[src/rtl/seg_scan_decoder_if.sv]
// Seven-segment scan bus between a multiplexed display source and the
// scan decoder.
//   seg_in      : segment lines {G,F,E,D,C,B,A}, active-high
//   an_in       : one-hot digit select, active-high
//   hex_out     : decoded nibbles, digit i at [4i+3:4i]
//   digit_valid : per-digit legal-value flag
//   digit_err   : per-digit illegal-last-capture flag
//   upd_pulse   : one-cycle strobe on every capture
//   upd_idx     : index of the digit captured (held between strobes)
// master = the side driving the segment pins, slave = the decoder.
interface seg_scan_decoder_if #(
  parameter int NUM_DIGITS = 4,
  parameter int IDX_W      = (NUM_DIGITS > 1) ? $clog2(NUM_DIGITS) : 1
);
  logic [6:0]              seg_in;
  logic [NUM_DIGITS-1:0]   an_in;
  logic [4*NUM_DIGITS-1:0] hex_out;
  logic [NUM_DIGITS-1:0]   digit_valid;
  logic [NUM_DIGITS-1:0]   digit_err;
  logic                    upd_pulse;
  logic [IDX_W-1:0]        upd_idx;

  modport master (
    output seg_in, an_in,
    input  hex_out, digit_valid, digit_err, upd_pulse, upd_idx
  );

  modport slave (
    input  seg_in, an_in,
    output hex_out, digit_valid, digit_err, upd_pulse, upd_idx
  );
endinterface

[src/rtl/seg_scan_decoder.sv]
// Seven-segment scan decoder: samples a multiplexed segment bus, waits for
// STABLE_CYCLES identical samples of {segments, select}, decodes the pattern
// back to a hex nibble and stores it in a per-digit slot with valid/err flags.
//   clk   : system clock, rising edge
//   reset : synchronous, active-high
//   bus   : seg_scan_decoder_if slave (pins in, decoded slots out)
//
// state    | meaning
// ---------+---------------------------------------------------------------
// S_IDLE   | select not one-hot, nothing to capture
// S_SETTLE | one-hot select, counting identical samples
// S_CAPTURE| single cycle: slot written, upd_pulse high
// S_HOLD   | captured value still on the pins, no re-capture
module seg_scan_decoder #(
  parameter int NUM_DIGITS    = 4,
  parameter int STABLE_CYCLES = 4,
  parameter int CNT_W         = 3
) (
  input  logic               clk,
  input  logic               reset,
  seg_scan_decoder_if.slave  bus
);

  localparam int IDX_W = (NUM_DIGITS > 1) ? $clog2(NUM_DIGITS) : 1;
  localparam logic [CNT_W-1:0] CNT_MAX = CNT_W'(STABLE_CYCLES);

  typedef enum logic [1:0] {S_IDLE, S_SETTLE, S_CAPTURE, S_HOLD} state_t;

  state_t state, state_next, state_eval;

  logic [6:0]              seg_q, seg_prev;
  logic [NUM_DIGITS-1:0]   an_q, an_prev;
  logic [CNT_W-1:0]        cnt, cnt_eff;
  logic [4*NUM_DIGITS-1:0] hex_q;
  logic [NUM_DIGITS-1:0]   valid_q, err_q;
  logic [IDX_W-1:0]        idx_q, cap_idx;
  logic                    same, one_hot, capture;
  logic [4:0]              dec;

  // {legal, nibble}
  function automatic logic [4:0] decode(input logic [6:0] s);
    case (s)
      7'h3F: decode = 5'h10;
      7'h06: decode = 5'h11;
      7'h5B: decode = 5'h12;
      7'h4F: decode = 5'h13;
      7'h66: decode = 5'h14;
      7'h6D: decode = 5'h15;
      7'h7D: decode = 5'h16;
      7'h07: decode = 5'h17;
      7'h7F: decode = 5'h18;
      7'h67: decode = 5'h19;
      7'h77: decode = 5'h1A;
      7'h7C: decode = 5'h1B;
      7'h39: decode = 5'h1C;
      7'h5E: decode = 5'h1D;
      7'h79: decode = 5'h1E;
      7'h71: decode = 5'h1F;
      default: decode = 5'h00;
    endcase
  endfunction

  // cnt_eff is the run length including the sample now in seg_q/an_q, so a
  // capture can be decided on the edge right after the last needed sample.
  always_comb begin
    same    = ({seg_q, an_q} == {seg_prev, an_prev});
    one_hot = (an_q != '0) && ((an_q & (an_q - 1'b1)) == '0);
    if (!same)
      cnt_eff = CNT_W'(1);
    else if (cnt == CNT_MAX)
      cnt_eff = cnt;
    else
      cnt_eff = cnt + CNT_W'(1);
    dec     = decode(seg_q);
    cap_idx = '0;
    for (int i = 0; i < NUM_DIGITS; i++)
      if (an_q[i]) cap_idx = IDX_W'(i);
  end

  always_ff @(posedge clk) begin
    if (reset) state <= S_IDLE;
    else       state <= state_next;
  end

  // A change seen during CAPTURE must be evaluated at once; otherwise the
  // previous-sample register would absorb it and HOLD would never notice.
  always_comb begin
    if (!one_hot)
      state_eval = S_IDLE;
    else if (cnt_eff == CNT_MAX)
      state_eval = S_CAPTURE;
    else
      state_eval = S_SETTLE;
    state_next = state;
    case (state)
      S_IDLE, S_SETTLE:  state_next = state_eval;
      S_CAPTURE, S_HOLD: state_next = same ? S_HOLD : state_eval;
      default:           state_next = S_IDLE;
    endcase
  end

  always_comb begin
    capture       = (state_next == S_CAPTURE);
    bus.upd_pulse = (state == S_CAPTURE);
  end

  always_ff @(posedge clk) begin
    if (reset) begin
      seg_q    <= '0;
      an_q     <= '0;
      seg_prev <= '0;
      an_prev  <= '0;
      cnt      <= '0;
      hex_q    <= '0;
      valid_q  <= '0;
      err_q    <= '0;
      idx_q    <= '0;
    end else begin
      seg_q    <= bus.seg_in;
      an_q     <= bus.an_in;
      seg_prev <= seg_q;
      an_prev  <= an_q;
      cnt      <= cnt_eff;
      if (capture) begin
        idx_q <= cap_idx;
        for (int i = 0; i < NUM_DIGITS; i++) begin
          if (an_q[i]) begin
            if (dec[4]) begin
              hex_q[4*i +: 4] <= dec[3:0];
              valid_q[i]      <= 1'b1;
              err_q[i]        <= 1'b0;
            end else begin
              // blank clears both flags; any other pattern flags an error
              valid_q[i] <= 1'b0;
              err_q[i]   <= (seg_q != 7'h00);
            end
          end
        end
      end
    end
  end

  assign bus.hex_out     = hex_q;
  assign bus.digit_valid = valid_q;
  assign bus.digit_err   = err_q;
  assign bus.upd_idx     = idx_q;

endmodule

[src/flat_wrapper.sv]
// flat-port wrapper written by rule: the top's interface ports become plain ports
module seg_scan_decoder_flat 
#(
  parameter int NUM_DIGITS    = 4,
  parameter int STABLE_CYCLES = 4,
  parameter int CNT_W         = 3
)
  (clk, reset, bus_seg_in, bus_an_in, bus_hex_out, bus_digit_valid, bus_digit_err, bus_upd_pulse, bus_upd_idx);
  seg_scan_decoder_if #(.NUM_DIGITS(NUM_DIGITS)) bus_i ();
  input  logic clk;
  input  logic reset;
  input wire logic [$bits(bus_i.seg_in)-1:0] bus_seg_in;
  input wire logic [$bits(bus_i.an_in)-1:0] bus_an_in;
  output wire logic [$bits(bus_i.hex_out)-1:0] bus_hex_out;
  output wire logic [$bits(bus_i.digit_valid)-1:0] bus_digit_valid;
  output wire logic [$bits(bus_i.digit_err)-1:0] bus_digit_err;
  output wire logic [$bits(bus_i.upd_pulse)-1:0] bus_upd_pulse;
  output wire logic [$bits(bus_i.upd_idx)-1:0] bus_upd_idx;
  assign bus_i.seg_in = bus_seg_in;
  assign bus_i.an_in = bus_an_in;
  assign bus_hex_out = bus_i.hex_out;
  assign bus_digit_valid = bus_i.digit_valid;
  assign bus_digit_err = bus_i.digit_err;
  assign bus_upd_pulse = bus_i.upd_pulse;
  assign bus_upd_idx = bus_i.upd_idx;
  seg_scan_decoder #(.NUM_DIGITS(NUM_DIGITS), .STABLE_CYCLES(STABLE_CYCLES), .CNT_W(CNT_W)) u_core (.clk(clk), .reset(reset), .bus(bus_i));
endmodule
[config.mk]
export PLATFORM = sky130hd
export DESIGN_NAME = seg_scan_decoder_flat
export DESIGN_NICKNAME = d
export VERILOG_FILES = /design/src/rtl/seg_scan_decoder_if.sv /design/src/rtl/seg_scan_decoder.sv /design/src/flat_wrapper.sv
export SDC_FILE = /design/constraint.sdc
export NUM_CORES = 1
export LEC_CHECK = 0
export BUFFER_PORTS_ARGS = -buffer_cell sky130_fd_sc_hd__buf_2
export CAP_MARGIN = 20
export CORE_MARGIN = 1
export CORE_UTILIZATION = 45
export DETAILED_ROUTE_END_ITERATION = 12
export PLACE_DENSITY = 0.69
export RECOVER_POWER = 25
export SKIP_LAST_GASP = 1
export SYNTH_ARGS = -nofsm -noshare
export SYNTH_HDL_FRONTEND = slang
export SYNTH_SLANG_ARGS = --single-unit
[constraint.sdc]
create_clock -name clk -period 2.3 [get_ports clk]
set_input_delay 0.115 -clock clk [delete_from_list [all_inputs] [get_ports clk]]
set_output_delay 0.115 -clock clk [all_outputs]
set_load 0.05 [all_outputs]
==> qor.log, run 1 <==
INFO  logic_synthesis post_synth_xor_area_fraction=0.0585
INFO  floorplan      pin_count=40
INFO  pwr            pwr_density_cell=605nW/um^2
INFO  sta            finalMaxSlewViolations=0
INFO  floorplan      die_y=76.9um
INFO  layout         multi_input_area=1330um^2
INFO  logic_synthesis synth_largest_area_cell=sky130_fd_sc_hd__dfxtp_1
INFO  logic_synthesis yosys-mux-area-fraction=0.0813
INFO  grt            grt_first_pass_wirelength=8.06mm
INFO  placement      detailedPlacementHpwl=3.22mm
INFO  placement      placedCellCount=361
INFO  drt            route.final.wire_length=4.64mm
INFO  min_path       hold_start=bus_seg_in[4]
INFO  setup_path     rr_worst_depth=7
INFO  logic_synthesis ys_seq_elements=53
INFO  setup_path     worstPathRequired=2530ps
INFO  drt            iteration_count_of_the_initial_detailed_routing_pass=4
INFO  clock_network  insertion_delay=300ps
INFO  floorplan      fp.dieArea=5910um^2
INFO  grt            maximum_number_of_pins_on_one_net_before_global_route_repair=38
INFO  logic_synthesis yosys_warnings=0
INFO  sta            headroom_to_the_max_slew_limit=0.124
INFO  logic_synthesis synth.area.top_cells=sky130_fd_sc_hd__dfxtp_1 42%, sky130_fd_sc_hd__nor2b_1 6.7%, sky130_fd_sc_hd__mux2i_1 6.3%
INFO  status         status=finished, final reports clean
INFO  logic_synthesis synthSimpleGateAreaFrac=0.295
INFO  layout         layout_fillers=497
INFO  setup_path     reg_to_reg_critical_path_endpoint=u_core.bus.hex_out[4]
INFO  logic_synthesis yosysUniqueCellTypes=53
INFO  clock_network  cts_tree=done
INFO  layout         drive_above_1_share=0.270
INFO  min_path       worst_hold_path.num_cells=2
INFO  placement      gp_routability_congestion=0.836
INFO  logic_synthesis main_combinational_cell_family_by_area_after_synthesis=simple AND/OR/NAND/NOR gates
INFO  setup_path     critical_path.max_fanout=12
INFO  clock_network  cts_root_buf=sky130_fd_sc_hd__clkbuf_8
INFO  sta            report.final.hold_viol_count=0
INFO  setup_path     timing.critical_path.from_type=flop
INFO  logic_synthesis synth_seq_area_share=0.420
INFO  logic_synthesis synth_compound_gate_area_share=0.0813
INFO  drt            post-route-drc-count=0
INFO  clock_network  cts.path.max_buffers=2
INFO  logic_synthesis syn-num-nets=275
INFO  sta            achievable-frequency=0.470GHz
INFO  layout         instances_no_fill=370
INFO  grt            globalRoute.totalOverflow=0
INFO  drt            dr.first_iter.drc_count=60
INFO  clock_network  cts_num_sinks=53
INFO  sta            layout_min_cycle_time=2130ps
INFO  min_path       min-delay-path-class=in -> reg
INFO  sta            worst_clock_skew=4.29ps
INFO  sta            finalSetupViolCount=0
INFO  layout         diode_count=0
INFO  logic_synthesis post_synth_instance_area=2520um^2
INFO  sta            rsz0062_at_grt=no
INFO  floorplan      standard_cell_rows=26
INFO  drt            ant_nets=0
INFO  logic_synthesis avgSynthCellArea=9.71um^2
INFO  run            drv.max_cap_violation_count=0
INFO  clock_network  htreeDepth=2
INFO  placement      dpl_worst_slack=124ps
INFO  layout         layout_common_cells=52 x sky130_fd_sc_hd__dfxtp_1, 38 x sky130_fd_sc_hd__buf_2, 27 x sky130_fd_sc_hd__nor2b_1
INFO  layout         flow.area_growth_from_synthesis=14.7%
INFO  layout         layout.area.seq=1060um^2
INFO  grt            grt_use_total=0.169
INFO  setup_path     rr_startpoint=u_core.seg_q[1]
INFO  grt            initial_antenna_violation_count=0
INFO  sta            timing.setup.tns=0ps
INFO  placement      numPortBuffers=39
INFO  sta            max_slew.worst_pin.slew=1310ps
INFO  logic_synthesis synth-edff-count=0
INFO  logic_synthesis syn_inst=260
INFO  sta            min_period_over_period=0.925
INFO  setup_path     critPathKind=reg -> reg
INFO  setup_path     timing.critical_path.arrival=2360ps
INFO  logic_synthesis yosys_most_used_dff=sky130_fd_sc_hd__dfxtp_1
INFO  pwr            cellLeakagePower=0.00113uW
INFO  sta            setup_ws=172ps
INFO  floorplan      floorplan.initialDensity=0.482
INFO  layout         final_net_count=314
INFO  layout         postLayoutCoreUtil=0.553
INFO  logic_synthesis async_reset_ff_frac=0
INFO  sta            worst_hold_slack=13.4ps
INFO  logic_synthesis yosys.area_share.adder=0.00992
INFO  floorplan      die_width=76.9um
INFO  pwr            peakVddDrop=0.000292V
INFO  drt            routed_vias=1857
INFO  logic_synthesis synthDominantCellAreaShare=0.420
INFO  clock_network  cts.clk_slew.worst_paths=90ps
INFO  grt            grt_pass1_vias=1736
INFO  clock_network  hold_buf_cts=0
INFO  drt            detail_route.wl_per_cell=12.5um
INFO  setup_path     worst_setup_path_end_kind=flop
INFO  min_path       min_to=u_core.seg_q[4]
INFO  clock_network  cts_made_buffers=5
INFO  layout         mostFrequentLayoutCell=sky130_fd_sc_hd__dfxtp_1
INFO  floorplan      core_area=5240um^2
INFO  drt            route.detailed.vias_per_inst=5.02
INFO  setup_path     worst-r2r-setup-slack=170ps
how the worst max path moves through the flow:
stage	startpoint	end	slack [ps]	depth (start not counted)
global route	u_core.seg_q[1]	u_core.bus.hex_out[4]	3	7
detailed placement	u_core.cnt[0]	u_core.bus.hex_out[10]	120	8
CTS	u_core.cnt[0]	u_core.bus.hex_out[8]	100	8
floorplan	u_core.cnt[0]	u_core.bus.hex_out[6]	380	8
finish	u_core.seg_q[1]	u_core.bus.hex_out[4]	170	7
global placement	u_core.seg_q[2]	u_core.bus.hex_out[10]	190	7
routing by layer:
layer	wire, um	track usage	vias to the layer above	part of all wire
met3	228	0.0417	6	0.049
met5	0	0	-	0
met2	2020	0.262	45	0.43
met4	51	0.0519	0	0.011
met1	2340	0.230	852	0.51
li1	-	-	954	-
stage by stage:
stage | instance area [um^2] | total power (uW)
global route | 2900 | 1830
global placement | 2770 | 1130
CTS | 2890 | 1770
finish | 2900 | 1750
detailed placement | 2770 | 1130
floorplan | 2520 | 1100
critical path, cell delays in order, from the launching register on:
cell                      delay (ps)
sky130_fd_sc_hd__dfxtp_1         550
sky130_fd_sc_hd__or2b_2          380
sky130_fd_sc_hd__nor4_1          290
sky130_fd_sc_hd__or3_4           210
sky130_fd_sc_hd__nor4b_4          50
sky130_fd_sc_hd__buf_12          160
sky130_fd_sc_hd__nor2_2          210
sky130_fd_sc_hd__mux2i_1         220
cell type report:
type / instances / share of cell area
multi-input cells: 184 / 0.460
flip-flops and latches: 53 / 0.367
repair buffers: 48 / 0.0933
well taps: 70 / 0.0303
clock buffers: 7 / 0.0298
clock inverters: 1 / 0.0104
inverters: 7 / 0.00908
cell families after synthesis:
kind of cell / Yosys count
and+or+nand+nor: 114
DFF: 53
AOI/OAI and AO/OA: 32
buffers and inverters: 23
muxes: 20
xor gates and xnor gates: 16
adders and majority gates: 2
registers in the layout, indices dropped and copies added (netlist names):
register / count
u_core.seg_q: 7
u_core.bus.digit_err: 4
u_core.seg_prev: 7
u_core.cnt: 3
u_core.bus.hex_out: 16
u_core.an_prev: 4
u_core.state: 2
u_core.an_q: 4
u_core.bus.upd_idx: 2
u_core.bus.digit_valid: 4
where the power goes:
part	internal [uW]	switching (uW)	total, uW
Sequential	938	31.1	969
Clock	355	291	646
Combinational	69.5	67.3	137
synth_stat cells (3+ instances only):
| master | instances |
|---|---|
| sky130_fd_sc_hd__o21ai_0 | 3 |
| sky130_fd_sc_hd__nor2_1 | 16 |
| sky130_fd_sc_hd__nand3b_1 | 7 |
| sky130_fd_sc_hd__or2_2 | 4 |
| sky130_fd_sc_hd__nor2_2 | 4 |
| sky130_fd_sc_hd__clkbuf_1 | 6 |
| sky130_fd_sc_hd__nand2_1 | 8 |
| sky130_fd_sc_hd__o22ai_1 | 3 |
| sky130_fd_sc_hd__a21oi_1 | 7 |
| sky130_fd_sc_hd__xnor2_1 | 12 |
| sky130_fd_sc_hd__nor3_1 | 4 |
| sky130_fd_sc_hd__nand3_1 | 5 |
| sky130_fd_sc_hd__buf_6 | 5 |
| sky130_fd_sc_hd__nand4_1 | 4 |
| sky130_fd_sc_hd__xor2_1 | 3 |
| sky130_fd_sc_hd__mux2_2 | 4 |
| sky130_fd_sc_hd__o21ai_1 | 9 |
| sky130_fd_sc_hd__dfxtp_1 | 53 |
| sky130_fd_sc_hd__mux2i_1 | 16 |
| sky130_fd_sc_hd__inv_1 | 7 |
| sky130_fd_sc_hd__nand2b_1 | 15 |
| sky130_fd_sc_hd__nor2b_1 | 27 |
what timing repair did:
action                                  in CTS  in global routing
setup buffers                                0                  1
gates resized for setup                      0                  2
endpoints found under the setup margin       0                  7
No activity file was read; power rests on OpenSTA's default activity.
==> run 2: changes to the inputs <==
--- a/config.mk
+++ b/config.mk
@@ -5,6 +5,7 @@
 export SDC_FILE = /design/constraint.sdc
 export NUM_CORES = 1
 export LEC_CHECK = 0
+export ABC_AREA = 1
 export BUFFER_PORTS_ARGS = -buffer_cell sky130_fd_sc_hd__buf_2
 export CAP_MARGIN = 20
 export CORE_MARGIN = 1
==> run 2 against run 1 <==
Against the previous run:
- sequential share of layout area fell by 1.7 points
- area after synthesis up 3.4%
- non-clock buffer count is 3 higher
- utilization decreased by 0.60 points
- synthesized cell count up 45%
- clock skew up 6.6 ps
- power rose by 1.1%
- critical path depth grew 5
- via count up 25%
- global-route usage is 2.2 points higher
- sequential power decreased by 0.8%
- worst setup slack improved by 25 ps
- largest power group unchanged
==> qor.log, run 2 <==
INFO  placement      gp_routability_congestion=0.872
INFO  clock_network  cts_num_sinks=53
INFO  logic_synthesis syn-num-nets=393
INFO  drt            route.final.wire_length=5.49mm
INFO  sta            layout_min_cycle_time=2100ps
INFO  clock_network  cts_made_buffers=5
INFO  setup_path     worstPathRequired=2450ps
INFO  pwr            pwr_density_cell=585nW/um^2
INFO  clock_network  htreeDepth=2
INFO  sta            min_period_over_period=0.914
INFO  logic_synthesis synth_compound_gate_area_share=0.0417
INFO  drt            dr.first_iter.drc_count=123
INFO  placement      detailedPlacementHpwl=3.96mm
INFO  logic_synthesis main_combinational_cell_family_by_area_after_synthesis=simple AND/OR/NAND/NOR gates
INFO  clock_network  cts_setup_buffers=0
INFO  logic_synthesis async_reset_ff_frac=0
INFO  grt            maximum_number_of_pins_on_one_net_before_global_route_repair=34
INFO  layout         layout_fillers=565
INFO  drt            routed_vias=2321
INFO  logic_synthesis yosys_most_used_dff=sky130_fd_sc_hd__dfxtp_1
INFO  layout         final_net_count=440
INFO  logic_synthesis ys_seq_elements=53
INFO  layout         layout_common_cells=94 x sky130_fd_sc_hd__nand2_1, 65 x sky130_fd_sc_hd__inv_1, 59 x sky130_fd_sc_hd__nor2_1
INFO  clock_network  insertion_delay=320ps
INFO  sta            worst_clock_skew=10.8ps
INFO  logic_synthesis yosys.area_share.adder=0.00959
INFO  floorplan      fp.dieArea=6110um^2
INFO  layout         drive_above_1_share=0.185
INFO  sta            max_slew.worst_pin.slew=1470ps
INFO  status         status=finished, final reports clean
INFO  drt            detail_route.wl_per_cell=11.0um
INFO  logic_synthesis yosys_warnings=0
INFO  logic_synthesis post_synth_instance_area=2610um^2
INFO  logic_synthesis synth-edff-count=0
INFO  logic_synthesis synthDominantCellAreaShare=0.407
INFO  clock_network  cts_repair_resize_count=0
INFO  clock_network  cts.clk_slew.worst_paths=100ps
INFO  drt            post-route-drc-count=0
INFO  sta            achievable-frequency=0.476GHz
INFO  sta            rsz0062_at_grt=no
INFO  layout         largest_register_ff_count=16
INFO  logic_synthesis synthSimpleGateAreaFrac=0.378
INFO  setup_path     critPathKind=reg -> reg
INFO  drt            ant_nets=0
INFO  drt            iteration_count_of_the_initial_detailed_routing_pass=4
INFO  run            drv.max_cap_violation_count=0
INFO  grt            initial_antenna_violation_count=0
INFO  grt            grt_use_total=0.191
INFO  grt            grt_first_pass_wirelength=9.14mm
INFO  floorplan      floorplan.initialDensity=0.471
INFO  min_path       worst_hold_path.num_cells=3
INFO  pwr            cellLeakagePower=0.00152uW
INFO  sta            finalMaxSlewViolations=0
INFO  logic_synthesis yosysUniqueCellTypes=32
INFO  sta            finalSetupViolCount=0
INFO  logic_synthesis avgSynthCellArea=6.90um^2
INFO  clock_network  cts_tree=done
INFO  clock_network  cts.path.max_buffers=2
INFO  logic_synthesis yosysMostFrequentCell=sky130_fd_sc_hd__nand2_1
INFO  logic_synthesis synth_seq_area_share=0.407
INFO  floorplan      die_width=78.2um
INFO  setup_path     timing.critical_path.arrival=2250ps
INFO  logic_synthesis syn_inst=378
INFO  floorplan      die_y=78.2um
INFO  grt            globalRoute.totalOverflow=0
INFO  min_path       min-delay-path-class=in -> reg
INFO  logic_synthesis synth_largest_area_cell=sky130_fd_sc_hd__dfxtp_1
INFO  sta            timing.setup.tns=0ps
INFO  pwr            post-layout-total-power=1770uW
INFO  sta            report.final.hold_viol_count=0
INFO  logic_synthesis synth.cells.most_frequent=94 x sky130_fd_sc_hd__nand2_1, 65 x sky130_fd_sc_hd__inv_1, 59 x sky130_fd_sc_hd__nor2_1, 53 x sky130_fd_sc_hd__dfxtp_1, 18 x sky130_fd_sc_hd__nand3_1
INFO  logic_synthesis yosys-mux-area-fraction=0
INFO  setup_path     critical_path.max_fanout=12
INFO  placement      numPortBuffers=39
INFO  logic_synthesis synth.area.top_cells=sky130_fd_sc_hd__dfxtp_1 41%, sky130_fd_sc_hd__nand2_1 14%, sky130_fd_sc_hd__inv_1 9.3%
INFO  sta            headroom_to_the_max_slew_limit=0.0169
INFO  layout         diode_count=0
INFO  floorplan      standard_cell_rows=27
INFO  layout         flow.area_growth_from_synthesis=16.1%
INFO  setup_path     rr_worst_depth=12
INFO  grt            grt_pass1_vias=2051
INFO  setup_path     timing.critical_path.from_type=flop
INFO  floorplan      pin_count=40
INFO  clock_network  cts_root_buf=sky130_fd_sc_hd__clkbuf_8
INFO  logic_synthesis post_synth_xor_area_fraction=0.0201
INFO  drt            route.detailed.vias_per_inst=4.66
INFO  setup_path     worst_setup_path_end_kind=flop
INFO  floorplan      core_area=5540um^2
INFO  pwr            peakVddDrop=0.000363V
INFO  layout         mostFrequentLayoutCell=sky130_fd_sc_hd__nand2_1
==> run 2: timing repair <==
action / CTS / global route
endpoints found under the hold margin: 8 / 0
hold buffers: 8 / 0
endpoints found under the setup margin: 0 / 6
==> run 2: metal layers <==
metal,vias to the layer above,global-route usage,wire (um)
li1,1238,-,-
met1,1027,0.249,2680
met2,51,0.315,2530
met3,5,0.0349,197
met4,0,0.0667,82
met5,-,0,0
==> run 2: final cells by class <==
class                      count  area, um^2  share of cell area
inverter                      74         278              0.0917
clock buffer                   5        68.8              0.0227
tap                           72        90.1              0.0297
multi-input combinational    240        1180               0.391
sequential                    53        1060               0.350
clock inverter                 3        46.3              0.0153
timing repair buffer          51         302              0.0995
==> run 2: cells by family (layout without fill, tap and decap cells) <==
family	after synthesis	in the layout
buffers and inverters	86	133
AO/OA/AOI/OAI	20	20
AND/OR/NAND/NOR	211	212
flip-flops	53	53
adder cells (fa/ha/maj)	2	2
XOR/XNOR	6	6
==> run 2: worst paths after layout <==
kind | startpoint | to | slack [ps]
setup reg to reg | u_core.cnt[0] | u_core.bus.hex_out[7] | 200
setup / recovery | u_core.cnt[0] | u_core.bus.hex_out[7] | 200
hold / removal | bus_seg_in[5] | u_core.seg_q[5] | 0.6
hold reg to reg | u_core.bus.hex_out[15] | u_core.bus.hex_out[15] | 460
==> run 2: report_power, final <==
| group | switching, uW | internal (uW) |
|---|---|---|
| clock | 333 | 326 |
| combinational | 94.8 | 56.8 |
| sequential | 22.7 | 938 |
| total | 451 | 1320 |
==> run 2: worst max-delay path, stage by stage, from the launching register on <==
cell                      delay [ps]
sky130_fd_sc_hd__dfxtp_1         340
sky130_fd_sc_hd__inv_1            70
sky130_fd_sc_hd__ha_1            190
sky130_fd_sc_hd__nand2_1         150
sky130_fd_sc_hd__nand2_1          70
sky130_fd_sc_hd__o21ai_1         100
sky130_fd_sc_hd__nand2_1          90
sky130_fd_sc_hd__inv_1           100
sky130_fd_sc_hd__nand4_4         180
sky130_fd_sc_hd__nor2_8          280
sky130_fd_sc_hd__nand3_2         190
sky130_fd_sc_hd__nand2_1         110
sky130_fd_sc_hd__a21oi_1          60
==> run 2: per-stage QoR <==
stage                     hold slack (ps)  instances  setup WS [ps]  area [um^2]   util
after floorplan                       222        378            559         2610      -
after global placement                315        481            306         2830  0.510
after detailed placement              322        481            217         2830  0.510
after CTS                            4.19        497            202         3020  0.545
after global routing                 5.89        498           6.16         3030  0.547
final                               0.578        498            197         3030  0.547
==> run 3: changes to the inputs <==
--- a/config.mk
+++ b/config.mk
@@ -11,7 +11,7 @@
 export CORE_MARGIN = 1
 export CORE_UTILIZATION = 45
 export DETAILED_ROUTE_END_ITERATION = 12
-export PLACE_DENSITY = 0.69
+export PLACE_DENSITY = 0.66
 export RECOVER_POWER = 25
 export SKIP_LAST_GASP = 1
 export SYNTH_ARGS = -nofsm -noshare
==> run 3 against run 2 <==
Against the previous run:
- the flow now finishes with violations (capacitance limit)
- maximum frequency rose by 1.6%
- wire length fell by 2.1%
- critical path depth fell by 2
- via count fell by 1.6%
- utilization barely moved
- hold slack improved by 1.3 ps
- combinational power fell by 5%
- clock skew fell by 1.8 ps
- critical endpoint is now u_core.bus.hex_out[15]
- design area barely moved
==> qor.log, run 3 (synthesized netlist as in run 2, its figures left out) <==
INFO  setup_path     cp_num_buf_inv=2
INFO  setup_path     timing.critical_path.arrival=2210ps
INFO  setup_path     timing.critical_path.from_type=flop
INFO  grt            grt_first_pass_wirelength=9.08mm
INFO  clock_network  cts.clk_slew.worst_paths=100ps
INFO  sta            worst_clock_skew=9.08ps
INFO  sta            max_slew.worst_pin.slew=1500ps
INFO  placement      dpl_worst_slack=191ps
INFO  layout         largest_register_ff_count=16
INFO  setup_path     rr_startpoint=u_core.cnt[0]
INFO  placement      gp_routability_congestion=0.875
INFO  drt            routed_vias=2284
INFO  drt            detail_route.wl_per_cell=10.8um
INFO  clock_network  cts.path.max_buffers=2
INFO  sta            setup_ws=231ps
INFO  floorplan      core_area=5540um^2
INFO  layout         diode_count=0
INFO  grt            maximum_number_of_pins_on_one_net_before_global_route_repair=34
INFO  layout         layout_fillers=551
INFO  layout         mostFrequentLayoutCell=sky130_fd_sc_hd__nand2_1
INFO  drt            route.final.wire_length=5.37mm
INFO  sta            headroom_to_the_max_slew_limit=0.000489
INFO  floorplan      die_y=78.2um
INFO  setup_path     critical_path.cell_chain=inv_1, ha_1, nand2_1, xor2_1, nand4_4, nor2_8, buf_4, nand3_4, nand2_1, a21oi_1
INFO  clock_network  cts_root_buf=sky130_fd_sc_hd__clkbuf_8
INFO  sta            rsz0062_at_grt=no
INFO  floorplan      pin_count=40
INFO  layout         flow.area_growth_from_synthesis=16.0%
INFO  setup_path     cpLargestDelayFamily=simple AND/OR/NAND/NOR gates
INFO  floorplan      fp.dieArea=6110um^2
INFO  grt            grt_use_total=0.188
INFO  layout         layout_common_cells=94 x sky130_fd_sc_hd__nand2_1, 65 x sky130_fd_sc_hd__inv_1, 59 x sky130_fd_sc_hd__nor2_1
INFO  setup_path     worst-r2r-setup-slack=230ps
INFO  setup_path     startpoint=u_core.cnt[0]
INFO  setup_path     cp_num_cells=10
INFO  pwr            pwr_density_cell=615nW/um^2
INFO  setup_path     critical_path.max_fanout=8
INFO  setup_path     rr_worst_depth=10
INFO  min_path       min-delay-path-class=in -> reg
INFO  setup_path     worst_setup_path_end_kind=flop
INFO  grt            grt_pass1_vias=2104
INFO  drt            ant_nets=0
INFO  placement      detailedPlacementHpwl=3.97mm
INFO  setup_path     worst_path_most_repeated_cell=sky130_fd_sc_hd__nand2_1
INFO  layout         drive_above_1_share=0.186
INFO  drt            dr.first_iter.drc_count=120
INFO  setup_path     worstPathRequired=2440ps
INFO  floorplan      die_width=78.2um
INFO  clock_network  htreeDepth=2
INFO  sta            layout_min_cycle_time=2070ps
INFO  clock_network  cts_num_sinks=53
INFO  sta            finalSetupViolCount=0
INFO  layout         final_net_count=438
INFO  sta            min_period_over_period=0.900
INFO  setup_path     worst_setup_path_endpoint=u_core.bus.hex_out[15]
INFO  floorplan      standard_cell_rows=27
INFO  clock_network  insertion_delay=310ps
INFO  setup_path     timing.critical_path.slowest_cell_delay=350ps
INFO  min_path       worst_hold_path.num_cells=3
INFO  min_path       hold_start=bus_an_in[3]
INFO  status         failing_checks=capacitance limit
INFO  grt            initial_antenna_violation_count=0
INFO  sta            report.final.hold_viol_count=0
INFO  pwr            peakVddDrop=0.000417V
INFO  drt            iteration_count_of_the_initial_detailed_routing_pass=4
INFO  placement      numPortBuffers=39
INFO  floorplan      floorplan.initialDensity=0.471
INFO  status         status=finished, violations left
INFO  sta            timing.setup.tns=0ps
INFO  drt            route.detailed.vias_per_inst=4.60
INFO  setup_path     reg_to_reg_critical_path_endpoint=u_core.bus.hex_out[15]
INFO  run            drv.max_cap_violation_count=1
INFO  grt            globalRoute.totalOverflow=0
INFO  sta            finalMaxSlewViolations=0
INFO  clock_network  cts_tree=done
INFO  clock_network  cts_made_buffers=5
INFO  setup_path     critPathKind=reg -> reg
INFO  setup_path     crit_path_top_delay_cell=sky130_fd_sc_hd__dfxtp_1
INFO  clock_network  cts_repair_resize_count=0
INFO  pwr            cellLeakagePower=0.00153uW
INFO  sta            achievable-frequency=0.483GHz
INFO  drt            post-route-drc-count=0
-- run 3: area by class of cell --
type	instances	area [um^2]	share of cell area
clock buffers	5	68.8	0.0227
multi-input cells	240	1180	0.391
inverters	74	278	0.0917
flip-flops and latches	53	1060	0.350
clock inverters	3	68.8	0.0227
well taps	72	90.1	0.0298
repair buffers	49	278	0.0917
-- run 3: per-stage QoR --
stage               instance area (um^2)   util  hold slack, ps  total power, uW  std cells
CTS                                 3010  0.543            2.96             1880        493
floorplan                           2610      -             222             1090        378
finish                              3030  0.547            1.91             1860        496
global route                        3030  0.547            1.73             1940        496
detailed placement                  2820  0.509             323             1120        480
global placement                    2820  0.509             314             1120        480
-- run 3: worst reg2reg max path: stages (launching register included) --
cell and delay (ps):
sky130_fd_sc_hd__dfxtp_1 350, sky130_fd_sc_hd__inv_1 70, sky130_fd_sc_hd__ha_1 190, sky130_fd_sc_hd__nand2_1 150, sky130_fd_sc_hd__xor2_1 340, sky130_fd_sc_hd__nand4_4 220, sky130_fd_sc_hd__nor2_8 230, sky130_fd_sc_hd__buf_4 150
sky130_fd_sc_hd__nand3_4 80, sky130_fd_sc_hd__nand2_1 80, sky130_fd_sc_hd__a21oi_1 50
-- run 3: layer usage --
metal | GRT usage | vias up | routed length (um)
li1 | - | 1232 | -
met1 | 0.251 | 1004 | 2720
met2 | 0.304 | 44 | 2350
met3 | 0.0384 | 4 | 254
met4 | 0.0556 | 0 | 45
met5 | 0 | - | 0
-- run 3: what timing repair did --
| action | in CTS | in global routing |
|---|---|---|
| hold endpoints to repair | 5 | 0 |
| hold buffers | 5 | 0 |
| endpoints found under the setup margin | 0 | 6 |
| setup buffers | 0 | 2 |
-- run 3: where the power goes --
part | leakage (uW) | internal (uW) | total, uW | switching (uW)
Clock | 0.0000687 | 438 | 757 | 319
Combinational | 0.00103 | 52.1 | 145 | 92.9
Sequential | 0.000432 | 938 | 962 | 23.7
Total | 0.00153 | 1430 | 1860 | 435
-- run 3: how the worst min path moves through the flow --
stage,slack (ps),end
floorplan,220,u_core.an_q[0]
global placement,310,u_core.seg_q[6]
detailed placement,320,u_core.seg_q[1]
CTS,3,u_core.seg_q[5]
global route,2,u_core.seg_q[5]
finish,2,u_core.an_q[3]
